### config.mk
export PLATFORM = sky130hd
export DESIGN_NAME = cache_bus_sequencer
export DESIGN_NICKNAME = d
export VERILOG_FILES = /design/src/rtl/cache_bus_sequencer.sv
export SDC_FILE = /design/constraint.sdc
export NUM_CORES = 1
export LEC_CHECK = 0
export CORE_MARGIN = 2
export CORE_UTILIZATION = 50
export DETAILED_ROUTE_END_ITERATION = 8
export DONT_BUFFER_PORTS = 1
export GPL_TIMING_DRIVEN = 0
export PLACE_DENSITY = 0.7
export SETUP_SLACK_MARGIN = 0.05
export SLEW_MARGIN = 20
export SYNTH_ARGS = -nofsm -noshare
export SYNTH_HDL_FRONTEND = slang
export SYNTH_SLANG_ARGS = --single-unit
export TNS_END_PERCENT = 5
### constraint.sdc
create_clock -name clk -period 2.1 [get_ports clk]
set_input_delay 0.42 -clock clk [delete_from_list [all_inputs] [get_ports clk]]
set_output_delay 0.42 -clock clk [all_outputs]
set_load 0.01 [all_outputs]
### src/rtl/cache_bus_sequencer.sv
// Shared-bus sequencer for the L1 data cache: CPU lookups, victim writebacks, line fills and snoop writebacks.
// Optional watchdog with timeout_err port is enabled by `define CACHE_SEQ_TIMEOUT_EN.
module cache_bus_sequencer #(
  parameter int BEATS          = 4,
  parameter int TIMEOUT_CYCLES = 64
) (
  input  logic clk,
  input  logic reset,
  input  logic cpu_rd,
  input  logic cpu_wr,
  input  logic cpu_hit,
  input  logic cpu_dirty,
  input  logic snoop,
  input  logic hit_modified,
  input  logic mem_ack,
  output logic writeback,
  output logic fetch,
  output logic rd,
  output logic wr,
  output logic cpu_done,
  output logic snoop_done,
  output logic snoop_ovf,
  output logic busy
`ifdef CACHE_SEQ_TIMEOUT_EN
  ,
  output logic timeout_err
`endif
);

  localparam int BW = $clog2(BEATS + 1);
  localparam logic [BW-1:0] LAST_BEAT = BW'(BEATS - 1);

  typedef enum logic [2:0] {
    IDLE,
    SNP_WB,
    LOOKUP,
    VIC_WB,
    FILL,
    ACCESS
  } state_t;

  state_t        state_q, state_d;
  logic [BW-1:0] beat_q, beat_d;
  logic          snp_pend_q, snp_pend_d;
  logic          last_snp_q, last_snp_d;
  logic          miss_pend_q, miss_pend_d;
  logic          snoop_ovf_q, snoop_ovf_d;
  logic          writeback_q, writeback_d;
  logic          fetch_q, fetch_d;
  logic          rd_q, rd_d;
  logic          wr_q, wr_d;
  logic          cpu_done_q, cpu_done_d;
  logic          snoop_done_q, snoop_done_d;
  logic          busy_q, busy_d;

  logic          cpu_req, in_bus, last_ack, new_miss, snp_fin, pend_clr;

`ifdef CACHE_SEQ_TIMEOUT_EN
  localparam int WW = $clog2(TIMEOUT_CYCLES + 1);
  localparam logic [WW-1:0] WDOG_LAST = WW'(TIMEOUT_CYCLES - 1);

  logic [WW-1:0] wdog_q, wdog_d;
  logic          timeout_q, timeout_d;

  assign timeout_err = timeout_q;
`endif

  always_comb begin
    state_d      = state_q;
    beat_d       = beat_q;
    snp_pend_d   = snp_pend_q;
    last_snp_d   = last_snp_q;
    snoop_ovf_d  = snoop_ovf_q;
    miss_pend_d  = 1'b0;
    snoop_done_d = 1'b0;
    snp_fin      = 1'b0;
    pend_clr     = 1'b0;
    cpu_req      = cpu_rd | cpu_wr;
    in_bus       = (state_q == SNP_WB) || (state_q == VIC_WB) || (state_q == FILL);
    last_ack     = in_bus && mem_ack && (beat_q == LAST_BEAT);
    new_miss     = snoop & ~hit_modified;

    if (in_bus && mem_ack) beat_d = beat_q + 1'b1;

    case (state_q)
      IDLE: begin
        // A CPU request overtakes a pending snoop only right after a snoop writeback.
        if (snp_pend_q && !(last_snp_q && cpu_req)) begin
          state_d    = SNP_WB;
          last_snp_d = 1'b1;
        end else if (cpu_req) begin
          state_d    = LOOKUP;
          last_snp_d = 1'b0;
        end
      end
      SNP_WB: begin
        if (last_ack) begin
          state_d  = IDLE;
          snp_fin  = 1'b1;
          pend_clr = 1'b1;
        end
      end
      LOOKUP: begin
        if (cpu_hit)        state_d = ACCESS;
        else if (cpu_dirty) state_d = VIC_WB;
        else                state_d = FILL;
      end
      VIC_WB:  if (last_ack) state_d = FILL;
      FILL:    if (last_ack) state_d = ACCESS;
      ACCESS:  state_d = IDLE;
      default: state_d = IDLE;
    endcase

`ifdef CACHE_SEQ_TIMEOUT_EN
    timeout_d = timeout_q;
    wdog_d    = wdog_q;
    if (in_bus) begin
      if (mem_ack) begin
        wdog_d = '0;
      end else if (wdog_q == WDOG_LAST) begin
        state_d   = IDLE;
        timeout_d = 1'b1;
        pend_clr  = 1'b1;
      end else begin
        wdog_d = wdog_q + 1'b1;
      end
    end
    if (state_d != state_q) wdog_d = '0;
`endif

    if (state_d != state_q) beat_d = '0;

    if (pend_clr) snp_pend_d = 1'b0;
    if (snoop && hit_modified) begin
      if (snp_pend_q) snoop_ovf_d = 1'b1;
      else            snp_pend_d  = 1'b1;
    end

    // A clean-snoop acknowledgement that collides with a writeback completion slips one cycle.
    if (snp_fin) begin
      snoop_done_d = 1'b1;
      miss_pend_d  = new_miss | miss_pend_q;
    end else begin
      snoop_done_d = new_miss | miss_pend_q;
      miss_pend_d  = new_miss & miss_pend_q;
    end

    writeback_d = (state_d == SNP_WB) || (state_d == VIC_WB);
    fetch_d     = (state_d == FILL);
    busy_d      = (state_d != IDLE);
    cpu_done_d  = (state_d == ACCESS);
    rd_d        = (state_d == ACCESS) && cpu_rd;
    wr_d        = (state_d == ACCESS) && cpu_wr && !cpu_rd;
  end

  always_ff @(posedge clk or posedge reset) begin
    if (reset) begin
      state_q      <= IDLE;
      beat_q       <= '0;
      snp_pend_q   <= 1'b0;
      last_snp_q   <= 1'b0;
      miss_pend_q  <= 1'b0;
      snoop_ovf_q  <= 1'b0;
      writeback_q  <= 1'b0;
      fetch_q      <= 1'b0;
      rd_q         <= 1'b0;
      wr_q         <= 1'b0;
      cpu_done_q   <= 1'b0;
      snoop_done_q <= 1'b0;
      busy_q       <= 1'b0;
`ifdef CACHE_SEQ_TIMEOUT_EN
      wdog_q       <= '0;
      timeout_q    <= 1'b0;
`endif
    end else begin
      state_q      <= state_d;
      beat_q       <= beat_d;
      snp_pend_q   <= snp_pend_d;
      last_snp_q   <= last_snp_d;
      miss_pend_q  <= miss_pend_d;
      snoop_ovf_q  <= snoop_ovf_d;
      writeback_q  <= writeback_d;
      fetch_q      <= fetch_d;
      rd_q         <= rd_d;
      wr_q         <= wr_d;
      cpu_done_q   <= cpu_done_d;
      snoop_done_q <= snoop_done_d;
      busy_q       <= busy_d;
`ifdef CACHE_SEQ_TIMEOUT_EN
      wdog_q       <= wdog_d;
      timeout_q    <= timeout_d;
`endif
    end
  end

  assign writeback  = writeback_q;
  assign fetch      = fetch_q;
  assign rd         = rd_q;
  assign wr         = wr_q;
  assign cpu_done   = cpu_done_q;
  assign snoop_done = snoop_done_q;
  assign snoop_ovf  = snoop_ovf_q;
  assign busy       = busy_q;

endmodule

==> impl_metrics.env <==
export IMPL_ys_ff_latch=17
export IMPL_path_max_fanout=5
export IMPL_drtPass1Iterations=4
export IMPL_cts_root_buffer="clkbuf_4"
export IMPL_syn_avg_cell_area_sq_um=10.25
export IMPL_fin_crit_sh_pct=85.50
export IMPL_grt_pass1_wl_mm=2.691
export IMPL_cts_resized=0
export IMPL_drt_total_wl_mm=1.655
export IMPL_avgRoutedWirePerCell_um=14.15
export IMPL_cts_made_buffers=3
export IMPL_syn_area_sq_um=902.1
export IMPL_final_cell_mix="dfrtp_1 (17), nand2_1 (6), a21oi_1 (5), o21ai_0 (5)"
export IMPL_synth_seq_area_share_pct=47.16
export IMPL_finalClockSkew_ns=0.002711
export IMPL_cts_setup_buffers=0
export IMPL_overflow=0
export IMPL_synthCells=88
export IMPL_slew_violations=0
export IMPL_grt_usage_pct=18.56
export IMPL_ir_worst_vdd_uv=547.5
export IMPL_die_w_um=46.48
export IMPL_tightest_slew_ns=0.6248
export IMPL_min_period_ns=1.795
export IMPL_r2r_slack_ns=0.30
export IMPL_worst_slack_ns=0.3045
export IMPL_grtUsageMet2_pct=28.06
export IMPL_outcome="complete, no violations"
export IMPL_cap_violations=0
export IMPL_grt_pass1_vias=606
export IMPL_busiest_layer="met2"
export IMPL_yosysWarningCount=0
export IMPL_placement_io_buffers=0
export IMPL_cts_tree="built"
export IMPL_crit_top_cell="ha_1"
export IMPL_powerDensity_nw_per_um2=1155
export IMPL_route_antenna_remaining_nets=0
export IMPL_ioPinCount=17
export IMPL_synthToLayoutAreaGrowth_pct=6.380
export IMPL_crit_path_start="beat_q[0]"
export IMPL_final_common_cell="dfrtp_1"
export IMPL_synth_ff_type="dfrtp_1"
export IMPL_grt_use_met3_pct=5.098
export IMPL_maxSlewHeadroom_pct=58.30
export IMPL_routed_via_density=5.496
export IMPL_antenna_cells=0
export IMPL_reg2reg_to="beat_q[0]"
export IMPL_fill_cells=153
export IMPL_fmax_mhz=557.0
export IMPL_drc=0
export IMPL_final_area_sq_um=959.7
export IMPL_end_kind="register"
export IMPL_syn_num_nets=99
export IMPL_fin_nets=104
export IMPL_final_layout_size_suffix_gt1_share_pct=15.22
export IMPL_cp_data_arrival_time_ns=2.00
export IMPL_final_hold_viol_count=0
export IMPL_die_h_um=46.48
export IMPL_synth_edf_count=0
export IMPL_crit_buf_inv=0
export IMPL_rsz0062_at_grt="false"
export IMPL_dpl_cell_area_sq_um=933.4
export IMPL_rows=15
export IMPL_use_met1_pct=23.67
export IMPL_post_place_ws_ns=0.3191
export IMPL_design_core_area_sq_um=1708
export IMPL_cts_sinks=17
export IMPL_gp_congestion=0.8381
export IMPL_vias=643
export IMPL_crit_path_start_kind="register"
export IMPL_detail_route_iter0_violations=6
export IMPL_cts_hold_buf=0
export IMPL_async_reset_ff_share_pct=100.0
export IMPL_cts_buffer_depth=2
export IMPL_rr_worst_depth=6
export IMPL_synthDistinctLibCells=34
export IMPL_clk_pin_slew_ns=0.09
export IMPL_dieArea_sq_um=2160
export IMPL_slowest_stage="dfrtp_1"
export IMPL_initial_utilization_pct=52.82
export IMPL_path_class="reg -> reg"
export IMPL_hold_class="in -> async"
export IMPL_tns_ns=0
export IMPL_finalSetupViolCount=0
export IMPL_insertion_delay_ns=0.29
export IMPL_dp_hpwl_mm=1.260
export IMPL_cp_cell_sequence="ha_1, ha_1, a21bo_2, or2_4, o311a_1, nor3_1"
export IMPL_cp_top_family="simple AND/OR/NAND/NOR gates"
export IMPL_antenna_found_initial=0
export IMPL_htreeDepth=1
export IMPL_grt_max_degree=18
export IMPL_reg2reg_from="beat_q[0]"
export IMPL_cp_required_ns=2.31
export IMPL_power_leakage_nw=0.4319
export IMPL_cpPeakStageDelay_ns=0.41
==> cell type report <==
type	instances	area (sq um)	share of cell area [%]
plain buffers	3	33.78	3.520
inverters	3	11.26	1.173
clock buffers	4	26.28	2.738
well taps	25	31.28	3.259
flip-flops and latches	17	425.4	44.33
multi-input cells	65	431.7	44.98
==> Yosys cell counts (3+ instances only) <==
library cell | instances | area [sq um]
dfrtp_1 | 17 | 425.4
buf_6 | 3 | 33.78
nand2_1 | 6 | 22.52
and2b_1 | 3 | 22.52
nand2b_1 | 4 | 25.02
and2_1 | 3 | 18.77
nor3_1 | 4 | 20.02
o21ai_0 | 5 | 25.02
inv_1 | 3 | 11.26
a21oi_1 | 5 | 25.02
nor2_1 | 4 | 15.01
nand3_1 | 4 | 20.02
==> state kept, by name, indices dropped and copies added (netlist names) <==
register,cells
beat_q,3
busy,1
cpu_done,1
fetch,1
last_snp_q,1
miss_pend_q,1
rd,1
snoop_done,1
snoop_ovf,1
snp_pend_q,1
state_q,3
wr,1
writeback,1
==> worst register-to-register path, stage by stage, from the launching register on <==
cell and delay (ns):
dfrtp_1 0.41, ha_1 0.20, ha_1 0.22, a21bo_2 0.27, or2_4 0.25, o311a_1 0.15
nor3_1 0.21
==> how the worst max path moves through the flow <==
stage / slack (ns) / cells after the start / to
global route: 0.21 / 6 / beat_q[0]
CTS: 0.30 / 6 / beat_q[0]
floorplan: 0.46 / 6 / beat_q[0]
finish: 0.30 / 6 / beat_q[0]
global placement: 0.37 / 6 / beat_q[0]
detailed placement: 0.32 / 6 / beat_q[0]
==> through the flow <==
stage / utilization [%] / instances / total power [mW] / hold slack, ns
global placement: 54.65 / 113 / 0.9290 / 0.4214
floorplan: - / 88 / 0.8495 / 0.3461
global route: 56.19 / 117 / 1.204 / 0.1331
finish: 56.19 / 117 / 1.108 / 0.08345
CTS: 56.19 / 117 / 1.115 / 0.1022
detailed placement: 54.65 / 113 / 0.9409 / 0.4208
==> cell families (layout without fill, tap and decap cells) <==
group / Yosys count / in the layout / share of synthesized area, %
AO/OA/AOI/OAI: 22 / 22 / 16.78
flip-flops: 17 / 17 / 47.16
adder cells (fa/ha/maj): 2 / 2 / 2.773
XOR/XNOR: 1 / 1 / 0.9711
multiplexers: 3 / 3 / 3.467
AND/OR/NAND/NOR: 37 / 37 / 23.86
buffers and inverters: 6 / 10 / 4.993
==> routing by layer <==
layer,routed length [um],up-vias
li1,-,325
met1,751,298
met2,788,15
met3,75,5
met4,39,0
met5,0,-
==> power breakdown <==
part / internal [mW] / switching [mW] / leakage, nW
sequential: 0.398 / 0.0537 / 0.210
clock: 0.0739 / 0.0992 / 0.0150
combinational: 0.222 / 0.261 / 0.206
total: 0.695 / 0.413 / 0.432
Note: power is estimated with default switching activity, not from simulation.
